$ cat src/rtl/qcm_pkg.sv
// Shared types for the global-phase datapath: literal codes, power-of-i type
// and the phase-from-amplitude FSM state encoding.
package qcm_pkg;

  localparam logic [1:0] LIT_I = 2'd0;
  localparam logic [1:0] LIT_X = 2'd1;
  localparam logic [1:0] LIT_Z = 2'd2;
  localparam logic [1:0] LIT_Y = 2'd3;

  typedef logic [1:0] ipow_t;

  typedef enum logic [1:0] {
    PH_IDLE    = 2'd0,
    PH_SCAN    = 2'd1,
    PH_RESOLVE = 2'd2
  } ph_state_e;

  // Exponent difference of two powers of i, wrapping mod 4.
  function automatic ipow_t ipow_sub(input ipow_t a, input ipow_t b);
    return ipow_t'(a - b);
  endfunction

endpackage

$ cat src/rtl/amp_ipow_decode.sv
// Maps a target amplitude in {+1,+i,-1,-i} to its power of i; anything else
// (including zero) is flagged as not representable.
module amp_ipow_decode
  import qcm_pkg::*;
(
  input  logic signed [31:0] target_r_i,
  input  logic signed [31:0] target_i_i,
  output ipow_t              k_o,
  output logic               bad_o
);

  // Decode the four unit amplitudes.
  always_comb begin
    k_o   = 2'd0;
    bad_o = 1'b0;
    if (target_r_i == 32'sd1 && target_i_i == 32'sd0) begin
      k_o = 2'd0;
    end else if (target_r_i == 32'sd0 && target_i_i == 32'sd1) begin
      k_o = 2'd1;
    end else if (target_r_i == -32'sd1 && target_i_i == 32'sd0) begin
      k_o = 2'd2;
    end else if (target_r_i == 32'sd0 && target_i_i == -32'sd1) begin
      k_o = 2'd3;
    end else begin
      bad_o = 1'b1;
    end
  end

endmodule

$ cat src/rtl/fsm_phase_from_amplitude.sv
// Resolves the sign bit of stabilizer row Q so that (-1)^phase * i^nY matches
// a target amplitude, counting Y literals by rotating Q through a full turn.
module fsm_phase_from_amplitude
  import qcm_pkg::*;
#(
  parameter int num_qubit = 4
) (
  input  logic                      clk,
  input  logic                      rst_new,
  input  logic                      determine_phase,
  input  logic signed [31:0]        target_r,
  input  logic signed [31:0]        target_i,
  input  logic [num_qubit-1:0][1:0] reg_literals_Q,
  input  logic                      reg_phase_Q,
  output logic                      ld_Q_rotateLeft,
  output logic                      ld_Q_writePhase,
  output logic                      phase_out,
  output logic                      phase_changed,
  output logic                      phase_error,
  output logic [1:0]                y_count,
  output logic                      done_phase
);

  localparam logic [31:0] CNT_INIT = 32'(num_qubit - 1);

  ph_state_e   state_q, state_d;
  logic [31:0] cnt_q, cnt_d;
  ipow_t       k_q, k_d, y_acc_q, y_acc_d;
  logic        bad_q, bad_d;
  logic        phase_out_q, phase_out_d, phase_changed_q, phase_changed_d;
  logic        phase_error_q, phase_error_d, done_q, done_d;
  logic [1:0]  y_count_q, y_count_d;
  logic        rot_s, wr_s, is_y_s, dec_bad_s;
  ipow_t       dec_k_s, diff_s;
  logic        unused_lits_s;

  amp_ipow_decode u_decode (
    .target_r_i (target_r),
    .target_i_i (target_i),
    .k_o        (dec_k_s),
    .bad_o      (dec_bad_s)
  );

  // Only slot 0 is inspected; the rest of Q reaches it through rotation.
  assign is_y_s        = (reg_literals_Q[0] == LIT_Y);
  assign unused_lits_s = ^reg_literals_Q;
  assign diff_s        = ipow_sub(k_q, y_acc_q);

  // Next-state and Mealy load-enable logic.
  always_comb begin
    state_d         = state_q;
    cnt_d           = cnt_q;
    k_d             = k_q;
    bad_d           = bad_q;
    y_acc_d         = y_acc_q;
    phase_out_d     = phase_out_q;
    phase_changed_d = phase_changed_q;
    phase_error_d   = phase_error_q;
    y_count_d       = y_count_q;
    done_d          = 1'b0;
    rot_s           = 1'b0;
    wr_s            = 1'b0;
    case (state_q)
      PH_IDLE: begin
        if (determine_phase) begin
          k_d     = dec_k_s;
          bad_d   = dec_bad_s;
          y_acc_d = {1'b0, is_y_s};
          cnt_d   = CNT_INIT;
          rot_s   = 1'b1;
          state_d = (num_qubit > 1) ? PH_SCAN : PH_RESOLVE;
        end else begin
          state_d = PH_IDLE;
        end
      end
      PH_SCAN: begin
        if (cnt_q > 32'd0) begin
          rot_s   = 1'b1;
          y_acc_d = ipow_t'(y_acc_q + {1'b0, is_y_s});
          cnt_d   = cnt_q - 32'd1;
          state_d = (cnt_q == 32'd1) ? PH_RESOLVE : PH_SCAN;
        end else begin
          state_d = PH_RESOLVE;
        end
      end
      PH_RESOLVE: begin
        // An odd residual needs a factor of i that a sign bit cannot supply.
        if (bad_q || diff_s[0]) begin
          phase_error_d = 1'b1;
        end else begin
          phase_out_d     = diff_s[1];
          phase_changed_d = diff_s[1] ^ reg_phase_Q;
          phase_error_d   = 1'b0;
          wr_s            = 1'b1;
        end
        y_count_d = y_acc_q;
        done_d    = 1'b1;
        state_d   = PH_IDLE;
      end
      default: begin
        state_d = PH_IDLE;
      end
    endcase
  end

  // Reset takes priority over any load in the same cycle.
  assign ld_Q_rotateLeft = rot_s & ~rst_new;
  assign ld_Q_writePhase = wr_s & ~rst_new;

  // State and status registers with synchronous reset.
  always_ff @(posedge clk) begin
    if (rst_new) begin
      state_q         <= PH_IDLE;
      cnt_q           <= 32'd0;
      k_q             <= 2'd0;
      bad_q           <= 1'b0;
      y_acc_q         <= 2'd0;
      phase_out_q     <= 1'b0;
      phase_changed_q <= 1'b0;
      phase_error_q   <= 1'b0;
      y_count_q       <= 2'd0;
      done_q          <= 1'b0;
    end else begin
      state_q         <= state_d;
      cnt_q           <= cnt_d;
      k_q             <= k_d;
      bad_q           <= bad_d;
      y_acc_q         <= y_acc_d;
      phase_out_q     <= phase_out_d;
      phase_changed_q <= phase_changed_d;
      phase_error_q   <= phase_error_d;
      y_count_q       <= y_count_d;
      done_q          <= done_d;
    end
  end

  assign phase_out     = phase_out_q;
  assign phase_changed = phase_changed_q;
  assign phase_error   = phase_error_q;
  assign y_count       = y_count_q;
  assign done_phase    = done_q;

endmodule

$ cat config.mk
export PLATFORM = sky130hd
export DESIGN_NAME = fsm_phase_from_amplitude
export DESIGN_NICKNAME = d
export VERILOG_FILES = /design/src/rtl/qcm_pkg.sv /design/src/rtl/amp_ipow_decode.sv /design/src/rtl/fsm_phase_from_amplitude.sv
export SDC_FILE = /design/constraint.sdc
export NUM_CORES = 1
export LEC_CHECK = 0
export BUFFER_PORTS_ARGS = -buffer_cell sky130_fd_sc_hd__buf_4
export CAP_MARGIN = 20
export CORE_MARGIN = 2
export CORE_UTILIZATION = 57
export CTS_BUF_LIST = sky130_fd_sc_hd__clkbuf_2
export CTS_CLUSTER_SIZE = 40
export DETAILED_ROUTE_END_ITERATION = 16
export HOLD_SLACK_MARGIN = 0.06
export PLACE_DENSITY = 0.95
export SLEW_MARGIN = 40
export SYNTH_ARGS = -nofsm -noshare
export SYNTH_HDL_FRONTEND = slang
export SYNTH_SLANG_ARGS = --single-unit
$ cat constraint.sdc
create_clock -name clk -period 5.15 [get_ports clk]
set_input_delay 0.7725 -clock clk [delete_from_list [all_inputs] [get_ports clk]]
set_output_delay 0.7725 -clock clk [all_outputs]
set_load 0.01 [all_outputs]
Word-level counts from Yosys, hierarchy flattened:

Cells that the tools add are included.

* memories kept: 0
* bits in writable memories: 0
* bits in registers: 45
* bits in latches: 0
* output and inout bits: 8
* ROM bits: 0
* word-level logic and storage cells: 66
* input bits: 76

* mux-type cells: 25
* $add $sub $neg: 3
* magnitude comparators: 1
* eq/ne operators: 10
* reduce and logical (&&, ||, !) cells: 12
* shift operators: 0
* divide/modulo/power cells: 0
* $mul: 0
* bitwise logic cells: 5

Operator list (count)
* $eq 32x1->1 const B: 3
* $eq 32x2->1 const B: 2
* $logic_not 32->1: 2
* $mux 32: 2
* $pmux 32 s2: 1
* $gt 32x1->1 const B: 1
* $sub 32x1->32 const B: 1
* $mux 2: 8
* $mux 1: 11
* $pmux 2 s2: 2
* $eq 2x2->1 const B: 2
* $logic_and 1x1->1: 4
* $ne 2x2->1 const B: 2
* $reduce_and 2->1: 2
* $reduce_and 3->1: 1
* $add 2x1->2: 1
* $and 1x1->1: 2
* $eq 2x1->1 const B: 1
* $logic_not 2->1: 1
* $not 1->1: 2
* $pmux 1 s2: 1
* $reduce_bool 2->1: 1
* $sub 2x2->2: 1
* $logic_or 1x1->1: 1
* $xor 1x1->1: 1

Depth between registers and ports, before layout:

Gate-level depths: netlist of run 1.

* depth after elaboration: 6
* gate-level depth with buffers: 9
* gate-level depth less buffers: 7

Cells and area by module:

From an unflattened synthesis of run 1, not the netlist that was laid out.

* cells, all modules: 334
* area, all modules: 2852.7 um^2

Modules (own cells, without submodules)
* fsm_phase_from_amplitude: cells each 284, times used 1, area an instance 2474.9 um^2
* amp_ipow_decode: cells each 50, times used 1, area an instance 377.9 um^2

Worst setup path before layout of run 1:

Ideal clock, no wire load.

* kind: flip-flop to output port
* start: register cnt_q[0]
* end: output ld_Q_rotateLeft
* stages on the path, launching flop included: 9
* buffers on the path: 2
* path slack: 2557 ps
* arrival: 1820 ps
* cells stage by stage: dfxtp_1 -> clkbuf_1 -> inv_1 -> ha_1 -> nor3b_1 -> nand4_1 -> o21ai_2 -> buf_4 -> a21oi_1

* cells in the longest elaborated chain, start to end: 4

Ends and longest elaborated chain
* start, declared: line fsm_phase_from_amplitude.sv:27 `logic [31:0] cnt_q, cnt_d;`
* start signal, assigned: line fsm_phase_from_amplitude.sv:125 `cnt_q <= cnt_d;`
* $gt 32x1->1: line fsm_phase_from_amplitude.sv:77 `if (cnt_q > 32'd0) begin`
* $mux 1: line fsm_phase_from_amplitude.sv:77
* $pmux 1 s2: line fsm_phase_from_amplitude.sv:63 `case (state_q)`
* $and 1x1->1: line fsm_phase_from_amplitude.sv:107 `assign ld_Q_rotateLeft = rot_s & ~rst_new;`
* end, declared: line fsm_phase_from_amplitude.sv:15 `output logic ld_Q_rotateLeft,`

No other way between the ends.

Worst setup path in the final report of run 1:

* start: register cnt_q[24]
* end: output ld_Q_rotateLeft

Same word-level chain as after synthesis.

==> results of run 1 <==
==> cell usage in the layout (no fill, tap or decap), types with 6 or more instances in the layout <==
| cell | instances |
|---|---|
| a211oi_1 | 8 |
| a21oi_1 | 13 |
| buf_4 | 77 |
| dfxtp_1 | 45 |
| inv_1 | 7 |
| mux2i_1 | 13 |
| nand2_1 | 20 |
| nand4_1 | 22 |
| nor2_1 | 25 |
| nor3_1 | 9 |
| nor4_1 | 27 |
| o31ai_1 | 8 |
| or3_1 | 16 |
| or4_1 | 13 |
| xnor2_1 | 8 |
| xor2_1 | 6 |
==> metal layers <==
layer / share of wire [%] / up-vias / global-route usage, %
met5: 0 / - / 0
met4: 2.4 / 0 / 11.7
met3: 6.7 / 15 / 6.08
li1: - / 1397 / -
met2: 51 / 136 / 49.2
met1: 40 / 1348 / 32.1
==> cell families (layout without fill, tap and decap cells) <==
| family | Yosys count | count (layout) | synth area share (%) |
|---|---|---|---|
| AND/OR/NAND/NOR | 160 | 160 | 34.5 |
| adder cells (fa/ha/maj) | 4 | 4 | 1.85 |
| flip-flops | 45 | 45 | 33.3 |
| multiplexers | 13 | 13 | 4.80 |
| buffers and inverters | 23 | 91 | 3.46 |
| XOR/XNOR | 14 | 14 | 4.53 |
| AO/OA/AOI/OAI | 62 | 62 | 17.6 |
==> per-stage QoR <==
step                      setup WS [ps]  power [W]
after global routing                987    0.00232
after detailed placement           1830    0.00193
after global placement             1960    0.00186
final                              1200    0.00216
after CTS                          1240    0.00213
after floorplan                    2560    0.00164
==> sequential cells by signal, summed over array words and instances, names as in the netlist <==
signal and cells:
y_count 2, state_q 2, phase_out 1, bad_q 1, k_q 2, y_acc_q 2, phase_error 1, done_phase 1
phase_changed 1, cnt_q 32
==> where the power goes <==
part / total [W] / internal (W) / switching [W]
logic: 0.00140 / 0.000519 / 0.000879
registers: 0.000569 / 0.000445 / 0.000124
clock network: 0.000193 / 0.0000787 / 0.000115
==> cell type report <==
class | instances | area, µm²
clock buffers | 5 | 25.0
repair buffers | 77 | 578
flip-flops and latches | 45 | 901
fillers | 347 | 1300
clock inverters | 2 | 35.0
well taps | 54 | 67.6
inverters | 7 | 26.3
multi-input cells | 253 | 1730
==> path summary, 6_finish.rpt <==
path | slack [ps] | to | depth (start not counted) | start
max | 1200 | ld_Q_rotateLeft | 5 | cnt_q[24]
min | 480 | phase_error | 2 | phase_error
max reg2reg | 2310 | cnt_q[29] | 5 | cnt_q[24]
min reg2reg | 480 | phase_error | 2 | phase_error
==> worst max-delay path: stages, from the launching register on <==
cell     delay [ps]
dfxtp_1         400
nor4_1          620
nand4_1         570
o21ai_2         800
a21oi_1         170
buf_4           190
==> metrics.txt, run 1 <==
Synth Flop Type dfxtp_1; critical path capture point type primary output; final design utilization between 70 and 80%; number of levels the H-tree was split into 2; residual DRC count 0; site row count 25; CTS-repair resized insts 0; die outline height between 70 and 80 µm; Max Clock Skew around 19 ps; share of layout cells above drive strength 1 26.5%; total power divided by cell area about 640 nW/µm²; die area between 5000 and 6000 µm²; clock root buffer clkbuf_2; post-route ant nets 0; min-delay worst type reg2reg; share of the clock period used by the worst path between 70% and 80%; class of the most critical setup path reg2out; # clock sinks 45; Final Max Tran Viols 0; RSZ-0062 raised after global routing false; Synth warnings 0; max-slew headroom at the worst pin approximately half; cells taking the most area after synthesis dfxtp_1 (33%), nor4_1 (6.2%), nand4_1 (5.1%); Boundary Pins 84; CTS buffer count 5; number of enable flip-flop cells after synthesis 0; total wirelength of the detailed-routed design slightly above 7000 µm; post-layout net count roughly 470; gr usage total 27.8%; via count a little under 3000; horizontal die dimension 72.9 µm; WL/cell around 16 µm; TritonCTS clock tree built; clock buffer depth 2; Setup-failing EPs final 0; cell area after layout 3360 µm²; top cells by instance count after synthesis dfxtp_1 (45), nor4_1 (27), nor2_1 (26); maximum fanout along the worst path 15; outcome completed; Post-Route Setup TNS 0 ps; drt initial violations about 170; slew at the pin closest to its max-slew limit about 770 ps; number of global-route vias before repair ~2800; final count of hold timing violations 0; Placed Instances around 440; share of synthesized area occupied by flip-flops and latches about a third; starting utilization of the core area between 50% and 60%; post-CTS clock slew at the launch and capture registers of the worst setup and hold paths roughly 220 ps; post-synthesis net count approximately 400; clock latency reported for the late side of the worst-skew pair 440 ps; post-CTS setup buffer count 0; antenna diode instance count 0; Post-Place Cell Area ~3300 µm²; average footprint of a synthesized cell ~8.4 µm²; final standard cell count with taps included and fillers excluded 443; highest ir drop seen on vdd 0.357 mV; leak pwr between 1 and 1.5 nW; detailed-router iteration count before antenna repair 4; via density per instance about 6.5; post-DP HPWL 5240 µm; most common cell in the synthesized netlist dfxtp_1; Fmax achieved between 0.2 and 0.3 GHz; kind of start point of the critical path flip-flop; number of hold buffers added after cts 0; cell count after synthesis around 320; initial antenna violation count 0; gpl congestion 0.857; Mapped Area 2710 µm²; count of distinct cell types in the synthesized netlist 50; largest net degree at the start of global routing 26; arrival time at the worst endpoint 3170 ps; share of flip-flops with an asynchronous set or reset after synthesis 0%; core area ~4700 µm²; GRT Residual Overflow 0; layout-stage area growth over the synthesis result 24.0%; final hold slack roughly 480 ps; dominant cell type by area after synthesis dfxtp_1; share of the synthesized area in the top cell type around a third; IO Port Bufs just under 80; Required @ worst endpoint about 4400 ps; crit path time final approximately 3900 ps; first-pass GRT wire length between 10000 and 15000 µm; Max Cap Viol 0; register bit count reported by yosys 45
Note: power is estimated with default switching activity, not from simulation.
==> run 2: changes to the inputs <==
--- a/config.mk
+++ b/config.mk
@@ -5,15 +5,16 @@
 export SDC_FILE = /design/constraint.sdc
 export NUM_CORES = 1
 export LEC_CHECK = 0
+export ABC_AREA = 1
 export BUFFER_PORTS_ARGS = -buffer_cell sky130_fd_sc_hd__buf_4
 export CAP_MARGIN = 20
 export CORE_MARGIN = 2
-export CORE_UTILIZATION = 57
+export CORE_UTILIZATION = 49
 export CTS_BUF_LIST = sky130_fd_sc_hd__clkbuf_2
 export CTS_CLUSTER_SIZE = 40
 export DETAILED_ROUTE_END_ITERATION = 16
 export HOLD_SLACK_MARGIN = 0.06
-export PLACE_DENSITY = 0.95
+export PLACE_DENSITY = 0.89
 export SLEW_MARGIN = 40
 export SYNTH_ARGS = -nofsm -noshare
 export SYNTH_HDL_FRONTEND = slang
==> constraint.sdc (replaced) <==
create_clock -name clk -period 3.4 [get_ports clk]
set_input_delay 0.51 -clock clk [delete_from_list [all_inputs] [get_ports clk]]
set_output_delay 0.51 -clock clk [all_outputs]
set_load 0.01 [all_outputs]
==> run 2 against run 1 <==
Effect of this change: clock power is 95% higher; via count grew 17%; area after synthesis increased by 5.5%; sequential power is 54% higher; critical path type unchanged; first-iteration DRC count rose by 64%; critical path depth up 5; power grew 63%; clock skew is 4.9 ps higher.
==> metrics.txt, run 2 <==
CTS buffer count 5 (unchanged); Post-Place Cell Area 3480 µm² (+5.9%); Boundary Pins 84 (unchanged); post-placement setup slack 1270 ps (-560 ps); Mapped Area 2860 µm² (+5.5%); dominant cell type by area after synthesis dfxtp_1; min-delay worst type in2reg; count of distinct cell types in the synthesized netlist 26 (-48%); via count 3400 (+17%); CP max stage delay 390 ps (-410 ps); share of the synthesized area in the top cell type 31.5% (-1.7 points); CP Cell Sequence inv_1 -> ha_1 -> nand2_1 -> nor2_4 -> nand2_2 -> o21ai_4 -> nand2_4 -> nand2_1 -> inv_1 -> buf_4; average footprint of a synthesized cell 5.88 µm² (-30%); Synth warnings 0 (unchanged); number of global-route vias before repair 3298 (+19%); met2 wire length 3960 µm (+8.4%); leak pwr 1.70 nW (+29%); cell area after layout 3570 µm² (+6.4%); via density per instance 5.35 (-18%); clock latency reported for the late side of the worst-skew pair 440 ps (about the same); Synth Flop Type dfxtp_1; starting utilization of the core area 51.3% (-6.9 points); fill count 504 (+45%); site row count 27 (+8.0%); max-slew headroom at the worst pin 43.9% (-5.0 points); Critical-path top delay cell dfxtp_1; gr usage total 23.8% (-4.0 points); core area 5570 µm² (+20%); first-pass GRT wire length 12600 µm (+6.4%); die outline height 80.4 µm (+10%); cells taking the most area after synthesis dfxtp_1 (32%), nor2_1 (19%), nand2_1 (14%); crit path time final between 2000 and 3000 ps; Max Cap Viol 0 (unchanged); drt initial violations 276 (+64%); detailed-router iteration count before antenna repair 5 (+1); largest net degree at the start of global routing 64 (+150%); clock buffer depth 2 (unchanged); CTS-repair resized insts 0 (unchanged); # clock sinks 45 (unchanged); number of hold buffers added after cts 0 (unchanged); share of flip-flops with an asynchronous set or reset after synthesis 0% (unchanged); final hold slack 263 ps (-216 ps); register bit count reported by yosys 45 (unchanged); wire length on met1 2920 µm (+2.2%); WL/cell 11.7 µm (-27%); total wirelength of the detailed-routed design 7440 µm (+4.0%); maximum fanout along the worst path 5 (-10); leading cell type in the layout, fill and taps excluded nor2_1; highest ir drop seen on vdd 0.511 mV (+43%); Top reg by flops cnt_q; total power divided by cell area 985 nW/µm² (+53%); post-route ant nets 0 (unchanged); TritonCTS clock tree built; critical path capture point type primary output; post-layout net count 642 (+37%); outcome completed; RSZ-0062 raised after global routing false; residual DRC count 0 (unchanged); clock root buffer clkbuf_2; antenna diode instance count 0 (unchanged); layout-stage area growth over the synthesis result 25.0%; class of the most critical setup path reg2out; share of layout cells above drive strength 1 16.5% (-10 points); die area 6460 µm² (+21%); horizontal die dimension 80.4 µm (+10%); Final Max Tran Viols 0 (unchanged); cell count after synthesis 486 (+51%); post-CTS setup buffer count 0 (unchanged); Routed met3 length 438 µm (-8.8%); Max Clock Skew 24.0 ps (+4.87 ps); gpl congestion 0.889 (+3.7%); fin worst setup slack 733 ps (-470 ps); top cells by instance count after synthesis nor2_1 (148), nand2_1 (108), dfxtp_1 (45); final design utilization 64.1% (-7.9 points); share of the clock period used by the worst path between 70% and 80%; Setup-failing EPs final 0 (unchanged); slew at the pin closest to its max-slew limit 838 ps (+72.8 ps); arrival time at the worst endpoint 2160 ps (-1010 ps); share of synthesized area occupied by flip-flops and latches 31.5% (-1.7 points); final count of hold timing violations 0 (unchanged); number of enable flip-flop cells after synthesis 0 (unchanged); Post-Route Setup TNS 0 ps (unchanged); leading cell types in the layout, fill and taps excluded nor2_1 (148), nand2_1 (108), buf_4 (79); post-synthesis net count 566 (+41%); most common cell in the synthesized netlist nor2_1; Fmax achieved 0.375 GHz; highest signal layer in the routed design met4; kind of start point of the critical path flip-flop; IO Port Bufs 77 (unchanged); post-CTS clock slew at the launch and capture registers of the worst setup and hold paths 240 ps (+20 ps); Required @ worst endpoint 2890 ps (-1490 ps); GRT Residual Overflow 0 (unchanged); post-DP HPWL 5920 µm (+13%); number of flip-flops under the largest register name 32 (unchanged); number of levels the H-tree was split into 2 (unchanged); initial antenna violation count 0 (unchanged)
[run 2: cell types whose count changed after synthesis, sizes merged, moves of 16 or more]
| cell | before | now |
|---|---|---|
| nor2 | 26 | 150 |
| nand2 | 22 | 110 |
| nand3 | 3 | 42 |
| inv | 7 | 41 |
| nor4 | 30 | 1 |
| a21oi | 14 | 34 |
| or3 | 16 | 0 |
[run 2: cell type report]
type | instances | area [µm²] | share of cell area, %
Tap cell | 72 | 90.1 | 2.52
Multi-Input combinational cell | 390 | 1750 | 48.8
Inverter | 41 | 154 | 4.31
Timing Repair Buffer | 79 | 593 | 16.6
Clock buffer | 5 | 25.0 | 0.700
Clock inverter | 3 | 65.1 | 1.82
Sequential cell | 45 | 901 | 25.2
[run 2: metal layers]
metal  track usage, %  up-vias
li1                 -     1724
met1             23.1     1540
met2             48.5      120
met3             3.93       16
met4             9.32        0
met5                0        -
[run 2: stage by stage]
step / total power, W / instances
6_report: 0.00352 / 635
5_1_grt: 0.00388 / 635
4_1_cts: 0.00348 / 635
3_5_place_dp: 0.00310 / 627
3_3_place_gp: 0.00300 / 627
2_1_floorplan: 0.00264 / 486
[run 2: where the power goes]
part	total (W)	switching (W)	internal, W
logic	0.00227	0.00151	0.000755
registers	0.000879	0.000174	0.000704
clock network	0.000376	0.000180	0.000197
total	0.00352	0.00186	0.00166
[run 2: logic make-up (layout without fill, tap and decap cells)]
kind of cell / count (synthesis) / after routing / share of synthesized area [%]
AOI/OAI and AO/OA: 46 / 46 / 8.67
xor gates and xnor gates: 3 / 3 / 0.920
adders and majority gates: 4 / 4 / 1.75
buffers and inverters: 51 / 128 / 7.62
DFF: 45 / 45 / 31.5
and+or+nand+nor: 337 / 337 / 49.5
[run 2: worst max-delay path: cells and delay by family, from the launching register on]
kind / cells / cell delay (ps)
flops: 1 / 390
buf+inv: 3 / 270
simple gates: 5 / 590
compound gates: 1 / 260
fa+ha+maj: 1 / 210
[run 2: final timing paths]
check | cells past startpoint | to | slack (ps) | start
hold / removal | 2 | cnt_q[12] | 260 | rst_new
setup / recovery | 10 | ld_Q_rotateLeft | 730 | cnt_q[0]
hold reg to reg | 2 | bad_q | 470 | bad_q
setup reg to reg | 11 | cnt_q[28] | 1200 | cnt_q[0]
